### config.mk
export PLATFORM = sky130hd
export DESIGN_NAME = decoder3_sel_seq
export DESIGN_NICKNAME = d
export VERILOG_FILES = /design/src/rtl/decoder3_sel_seq.sv
export SDC_FILE = /design/constraint.sdc
export NUM_CORES = 1
export LEC_CHECK = 0
export ABC_AREA = 0
export BUFFER_PORTS_ARGS = -buffer_cell sky130_fd_sc_hd__buf_2
export CAP_MARGIN = 20
export CORE_MARGIN = 2
export CORE_UTILIZATION = 55
export CTS_CLUSTER_DIAMETER = 150
export DETAILED_ROUTE_END_ITERATION = 7
export GPL_TIMING_DRIVEN = 0
export PLACE_DENSITY = 0.86
export RECOVER_POWER = 100
export SLEW_MARGIN = 40
export SYNTH_ARGS = -nofsm -noshare
export SYNTH_HDL_FRONTEND = slang
export SYNTH_SLANG_ARGS = --single-unit
### constraint.sdc
create_clock -name CELCLK -period 2.6 [get_ports CELCLK]
set_clock_uncertainty 0.05 [all_clocks]
set_input_delay 0.65 -clock CELCLK [delete_from_list [all_inputs] [get_ports CELCLK]]
set_output_delay 0.65 -clock CELCLK [all_outputs]
set_load 0.01 [all_outputs]
### src/rtl/decoder3_sel_seq.sv
// decoder3_sel_seq: phase sequencer driving the 3-bit select of a 3-to-8 decoder.
// It steps the select code through 0..last and holds each code for dwell+1 cycles.
// It runs either one sweep or wraps continuously.
// It reports busy, a one-cycle done pulse and a saturating sweep counter.
// Optional break-before-make: define DECODER3_SEQ_BBM_EN to insert a one-cycle
// GAP (sel_vld low, new code already on i) between consecutive phases.
module decoder3_sel_seq #(
    parameter int          DWELL_W   = 8,
    parameter int          SWEEP_W   = 8,
    parameter logic [2:0]  IDLE_CODE = 3'd0
) (
    input  logic               CELCLK,
    input  logic               CELRST,
    input  logic               CELV,
    input  logic               CELG,
    input  logic               SUB,
    input  logic               start,
    input  logic               stop,
    input  logic               abort,
    input  logic               mode_single,
    input  logic [DWELL_W-1:0] dwell,
    input  logic [2:0]         last,
    output logic [2:0]         i,
    output logic               sel_vld,
    output logic               busy,
    output logic               done,
    output logic [SWEEP_W-1:0] sweep_cnt
);

    typedef enum logic [1:0] {
        S_IDLE = 2'd0,
        S_RUN  = 2'd1,
        S_GAP  = 2'd2
    } state_t;

    // Power/substrate pins exist for connectivity only.
    logic w_unused_pins;
    assign w_unused_pins = CELV ^ CELG ^ SUB;

    state_t             r_state,     w_nxt_state;
    logic [2:0]         r_phase,     w_nxt_phase;
    logic [DWELL_W-1:0] r_cnt,       w_nxt_cnt;
    logic [DWELL_W-1:0] r_dwell,     w_nxt_dwell;
    logic [2:0]         r_last,      w_nxt_last;
    logic               r_stop_pend, w_nxt_stop_pend;
    logic               r_done,      w_nxt_done;
    logic [SWEEP_W-1:0] r_sweep,     w_nxt_sweep;

    logic               w_stop_req;
    logic [SWEEP_W-1:0] w_sweep_inc;
    logic               w_start_ok;

    // A live stop on the final cycle of a phase counts as pending.
    assign w_stop_req  = r_stop_pend | stop;
    assign w_sweep_inc = (r_sweep == {SWEEP_W{1'b1}}) ? r_sweep : r_sweep + 1'b1;
    assign w_start_ok  = start & ~stop & ~abort;

    // State and datapath registers; reset overrides everything.
    always_ff @(posedge CELCLK) begin
        if (CELRST) begin
            r_state     <= S_IDLE;
            r_phase     <= 3'd0;
            r_cnt       <= '0;
            r_dwell     <= '0;
            r_last      <= 3'd0;
            r_stop_pend <= 1'b0;
            r_done      <= 1'b0;
            r_sweep     <= '0;
        end else begin
            r_state     <= w_nxt_state;
            r_phase     <= w_nxt_phase;
            r_cnt       <= w_nxt_cnt;
            r_dwell     <= w_nxt_dwell;
            r_last      <= w_nxt_last;
            r_stop_pend <= w_nxt_stop_pend;
            r_done      <= w_nxt_done;
            r_sweep     <= w_nxt_sweep;
        end
    end

    // Next-state logic: start acceptance, dwell countdown, phase-end priorities, abort.
    always_comb begin
        w_nxt_state     = r_state;
        w_nxt_phase     = r_phase;
        w_nxt_cnt       = r_cnt;
        w_nxt_dwell     = r_dwell;
        w_nxt_last      = r_last;
        w_nxt_stop_pend = r_stop_pend;
        w_nxt_done      = 1'b0;
        w_nxt_sweep     = r_sweep;
        case (r_state)
            S_IDLE: begin
                if (w_start_ok) begin
                    w_nxt_dwell     = dwell;
                    w_nxt_last      = last;
                    w_nxt_phase     = 3'd0;
                    w_nxt_cnt       = dwell;
                    w_nxt_sweep     = '0;
                    w_nxt_stop_pend = 1'b0;
                    w_nxt_state     = S_RUN;
                end
            end
            S_RUN: begin
                if (abort) begin
                    w_nxt_state     = S_IDLE;
                    w_nxt_done      = 1'b1;
                    w_nxt_stop_pend = 1'b0;
                end else if (r_cnt == '0) begin
                    if (w_stop_req) begin
                        w_nxt_state     = S_IDLE;
                        w_nxt_done      = 1'b1;
                        w_nxt_stop_pend = 1'b0;
                    end else if (r_phase == r_last && mode_single) begin
                        w_nxt_sweep = w_sweep_inc;
                        w_nxt_state = S_IDLE;
                        w_nxt_done  = 1'b1;
                    end else begin
                        if (r_phase == r_last) begin
                            w_nxt_sweep = w_sweep_inc;
                            w_nxt_phase = 3'd0;
                        end else begin
                            w_nxt_phase = r_phase + 3'd1;
                        end
                        w_nxt_cnt = r_dwell;
`ifdef DECODER3_SEQ_BBM_EN
                        w_nxt_state = S_GAP;
`endif
                    end
                end else begin
                    w_nxt_cnt       = r_cnt - 1'b1;
                    w_nxt_stop_pend = w_stop_req;
                end
            end
`ifdef DECODER3_SEQ_BBM_EN
            S_GAP: begin
                if (abort) begin
                    w_nxt_state     = S_IDLE;
                    w_nxt_done      = 1'b1;
                    w_nxt_stop_pend = 1'b0;
                end else begin
                    w_nxt_state     = S_RUN;
                    w_nxt_stop_pend = w_stop_req;
                end
            end
`endif
            default: begin
                w_nxt_state = S_IDLE;
            end
        endcase
    end

    // Outputs decode only registered state, so there is no input-to-output path.
    assign i         = (r_state == S_IDLE) ? IDLE_CODE : r_phase;
    assign sel_vld   = (r_state == S_RUN);
    assign busy      = (r_state != S_IDLE);
    assign done      = r_done;
    assign sweep_cnt = r_sweep;

endmodule

Yosys cells after proc, flatten, opt, wreduce, memory -nomap -nowiden --
Cells that the tools add are included.
Word-level totals: flip-flop bits (word level) 34, bits of input ports 20, output and inout port bits 14, logic and storage cells 80
Cells by class: $add $sub $neg 3, eq/ne operators 14, mux-type cells 37, bitwise operators 6, reductions and logical operators 12
Operators by type and width (number):
- 8-bit two-way mux | 12
- 8-bit case mux with 2 select lines | 2
- 3-bit two-way mux | 7
- 6-bit AND reduction | 2
- 2-bit two-way mux | 5
- 8-bit by 1-bit adder with 8-bit output, second input constant | 1
- 8-bit equality test, second input constant | 1
- 8-bit logical NOT | 1
- 1-bit two-way mux | 8
- 2-bit != test, second input constant | 4
- 8-bit by 1-bit subtractor with 8-bit output, second input constant | 1
- 3-bit != test, second input constant | 2
- 3-bit case mux with 2 select lines | 1
- 3-bit AND reduction | 2
- 5-bit AND reduction | 1
- 4-bit by 2-bit != test with 1-bit output, second input constant | 1
- 4-bit != test, second input constant | 1
- 2-bit case mux with 2 select lines | 1
- 2-bit nonzero test | 2
- 3-bit by 1-bit adder with 3-bit output, second input constant | 1
- 3-bit equality test | 1
- 3-bit by 1-bit != test with 1-bit output, second input constant | 1
- 3-bit by 2-bit != test with 1-bit output, second input constant | 1
- 1-bit NOT | 3
- other kinds (9) | 10

Logic depth before layout (Yosys ltp) --
word-level depth 8, mapped depth 8, depth with buffers taken out 7

Least setup slack after synthesis --
Ideal clock, no wire load.
kind reg-to-reg, start register r_cnt[0], end register r_sweep[7], in the netlist sweep_cnt[7], library setup time 0.070 ns, data arrival time 1.935 ns, data required time 2.480 ns, path slack 0.545 ns, stages on the path, launching flop included 8, path buffers 0, clock period less this slack 2.055 ns, cell sequence dfxtp_1 > inv_1 > ha_1 > or3b_2 > nor2_4 > a21oi_2 > or4_1 > a21oi_1
On the way: word-level cells in the longest chain between the ends 3
Ends and longest elaborated chain:
- start: declaration | line 42 | logic [DWELL_W-1:0] r_cnt, w_nxt_cnt;
- start signal: assignment | line 72 | r_cnt <= w_nxt_cnt;
- 8-bit logical NOT | line 108 | end else if (r_cnt == '0) begin
- 2-bit by 1-bit != test with 1-bit output (no line)
- 6-bit AND reduction (no line)
- end signal: assignment | line 77 | r_sweep <= w_nxt_sweep;
- end: declaration | line 47 | logic [SWEEP_W-1:0] r_sweep, w_nxt_sweep;
No other way between the ends. A chain may end at the register's enable or synchronous reset.

Worst setup path after layout --
start register r_state[0], end output i[0]
On the way: word-level cells in the longest chain between the ends 2
Ends and longest elaborated chain:
- start: declaration | line 40 | state_t r_state, w_nxt_state;
- start signal: assignment | line 70 | r_state <= w_nxt_state;
- 2-bit logical NOT | line 153 | assign i = (r_state == S_IDLE) ? IDLE_CODE : r_phase;
- 3-bit two-way mux | line 153
- end: declaration | line 23 | output logic [2:0] i,
No other way between the ends.

==> metrics.cfg <==
[timing]
fin_setup_tns_ns=0
hold_viol=0
worst_slew_pin_slew_ns=0.843
timing.final.crit_share_pct=93.7
drv_slew=0
setup_ws_ns=0.165
rsz0062_at_grt=false
period_needed_ns=2.44
timing.slew.headroom_pct=43.0
fmax_ghz=0.411
setup_violations=0

[setup_path]
reg2reg_from=r_cnt[0]
cp_cell_sequence=clkbuf_2 > clkbuf_1 > and2_1 > buf_2
worst_setup_path_start_kind=flop
r2r_slack_ns=0.25
worstPathArrival_ns=1.74
ff2ff_path_depth=8
cp_top_family=buffers and inverters
critical_path_required_ns=1.90
slowest_stage=dfxtp_1
critPathBufInv=3
end_kind=primary output
crit_path_max_incr_delay_ns=0.43
cp_max_fo=10
timing.rr.end=r_cnt[0]
setup.worst_path.class=reg -> out

[global_route]
grt_max_degree=11
grt_pass1_wl_um=7330
overflow=0
antenna_found_initial=0
grt_pass1_vias=1614
gr-usage-all-layers_pct=23.2

[die]
start_util_pct=57.0
num_io_pins=34
core_area_um2=3310
fp.dieH_um=62.6
rows=21
chipWidth_um=62.6
die_area_um2=3920

[routing]
drt-total-wl_um=4370
viasPerCell=5.72
drt-initial-drc-count=99
drt-pass1-iter-count=4
vias=1790
detail-route-antenna-nets=0
wl_per_cell_um=14.0
drcViolationCount=0

[clock_network]
cts.sinks=33
cts_buffers=5
clk_latency_ns=0.33
cts_buffer_depth=2
clkTransAtPathRegs_ns=0.10
cts_htree_levels=2
cts_tree=yes
cts-root-buf=clkbuf_4

[yosys]
synth_edf_count=0
synthCells=231
synth_ff_type=dfxtp_1
yosysSeqAreaShare_pct=35.0
synth_fp_nets=255
syn_area_um2=1890
postSynthAreaPerCell_um2=8.17
ys_seq_elements=33
synth_warnings=0
async_reset_ff_share_pct=0
ys_types=49

[final_layout]
final_cell_mix=dfxtp_1, nand2_1, a21oi_1, clkbuf_1, buf_2
drive_gt1_share_pct=14.6
mostFrequentLayoutCell=dfxtp_1
final_net_count=291
num_antenna_cells=0
fin_area_um2=2120
syn2layout_area_growth_pct=12.3

[place]
dp_hpwl_um=3180
pre_cts_ws_ns=0.111
gp_congestion=0.936
dpl-instance-area_um2=2090
io_buffers=29

[worst_hold_path]
min_from=r_dwell[2]
whs_path_depth=2
hold_path_end=r_dwell[2]
holdCritPathClass=reg -> reg

[power]
ir_drop_uv=330
p_per_area_nw_per_um2=498
p_leak_nw=0.736

[status]
outcome=finished, final reports clean

[job]
max_cap_violations=0

==> metrics by stage <==
step | power [W] | hold slack (ns) | util [%] | instances
floorplan | 0.000708 | 0.386 | - | 231
global placement | 0.000763 | 0.393 | 63.2 | 306
detailed placement | 0.000766 | 0.399 | 63.2 | 306
CTS | 0.00106 | 0.413 | 64.8 | 313
global route | 0.00111 | 0.439 | 64.1 | 313
finish | 0.00106 | 0.411 | 64.1 | 313
==> cells by family after synthesis <==
logic type / after synthesis / synth area share, %
adder cells (fa/ha/maj): 4 / 2.65
multiplexers: 2 / 1.06
XOR/XNOR: 6 / 2.78
flip-flops: 33 / 35.0
AND/OR/NAND/NOR: 101 / 31.4
AO/OA/AOI/OAI: 66 / 22.1
buffers and inverters: 19 / 5.04
==> cell type report <==
| type | instances | area [um^2] |
|---|---|---|
| repair buffers | 29 | 133 |
| clock buffers | 7 | 55.1 |
| fillers | 333 | 1190 |
| plain buffers | 14 | 71.3 |
| flip-flops and latches | 33 | 661 |
| well taps | 46 | 57.6 |
| inverters | 5 | 18.8 |
| multi-input cells | 179 | 1120 |
==> Yosys cell counts, drive strengths merged (3+ instances only) <==
cell     n  area share, %
nor2b    3           0.99
nor2    15            3.4
nand4    5            1.7
nor3b    4            1.9
clkbuf  10            2.0
a211oi   4            1.6
o31ai    3            1.2
o21ai   11            2.9
o211ai   6            2.4
and2     4            1.3
nand2   29            5.8
buf      4            2.1
o21a     3            1.2
nand2b   7            2.3
ha       4            2.7
xnor2    6            2.8
dfxtp   33             35
or3      5            1.7
nand3    9            2.4
a311oi   4            1.9
nor3     6            1.6
a21oi   26            7.1
inv      5           0.99
==> worst min-delay path, cell delays in order (launching register included) <==
cell and delay (ns):
dfxtp_1 0.32, nand2_1 0.05, a21oi_1 0.05
==> report_power, final <==
group | leakage, nW | switching, W | internal, W
Sequential | 0.268 | 0.0000185 | 0.000521
Clock | 0.0314 | 0.000169 | 0.000128
Combinational | 0.437 | 0.000129 | 0.0000897
Total | 0.736 | 0.000317 | 0.000739
==> sequential cells by signal (all words and copies together) (netlist names) <==
| register | flops |
|---|---|
| r_last | 3 |
| r_stop_pend | 1 |
| r_cnt | 8 |
| r_phase | 3 |
| sweep_cnt | 8 |
| r_state | 1 |
| r_dwell | 8 |
| done | 1 |
==> repair_timing <==
item	CTS	global route
resized for setup	0	4
setup endpoints to repair	0	7
hold buffers	0	0
buffers inserted	0	0
==> worst max-delay path by stage <==
stage | cells past startpoint | slack [ns] | from | end
6_report | 4 | 0.16 | r_state[0] | i[0]
5_1_grt | 4 | 0.06 | r_state[0] | i[1]
4_1_cts | 7 | 0.08 | r_cnt[0] | r_dwell[5]
3_5_place_dp | 7 | 0.11 | r_cnt[0] | r_dwell[5]
3_3_place_gp | 7 | 0.11 | r_cnt[0] | r_cnt[7]
2_1_floorplan | 7 | 0.54 | r_cnt[0] | sweep_cnt[7]
==> layer usage <==
layer / share of wire (%) / GRT usage, %
met2: 46 / 36.2
met1: 47 / 30.8
met3: 6.2 / 6.67
met4: 1.1 / 7.78
met5: 0 / 0
Note: power is estimated with default switching activity, not from simulation.
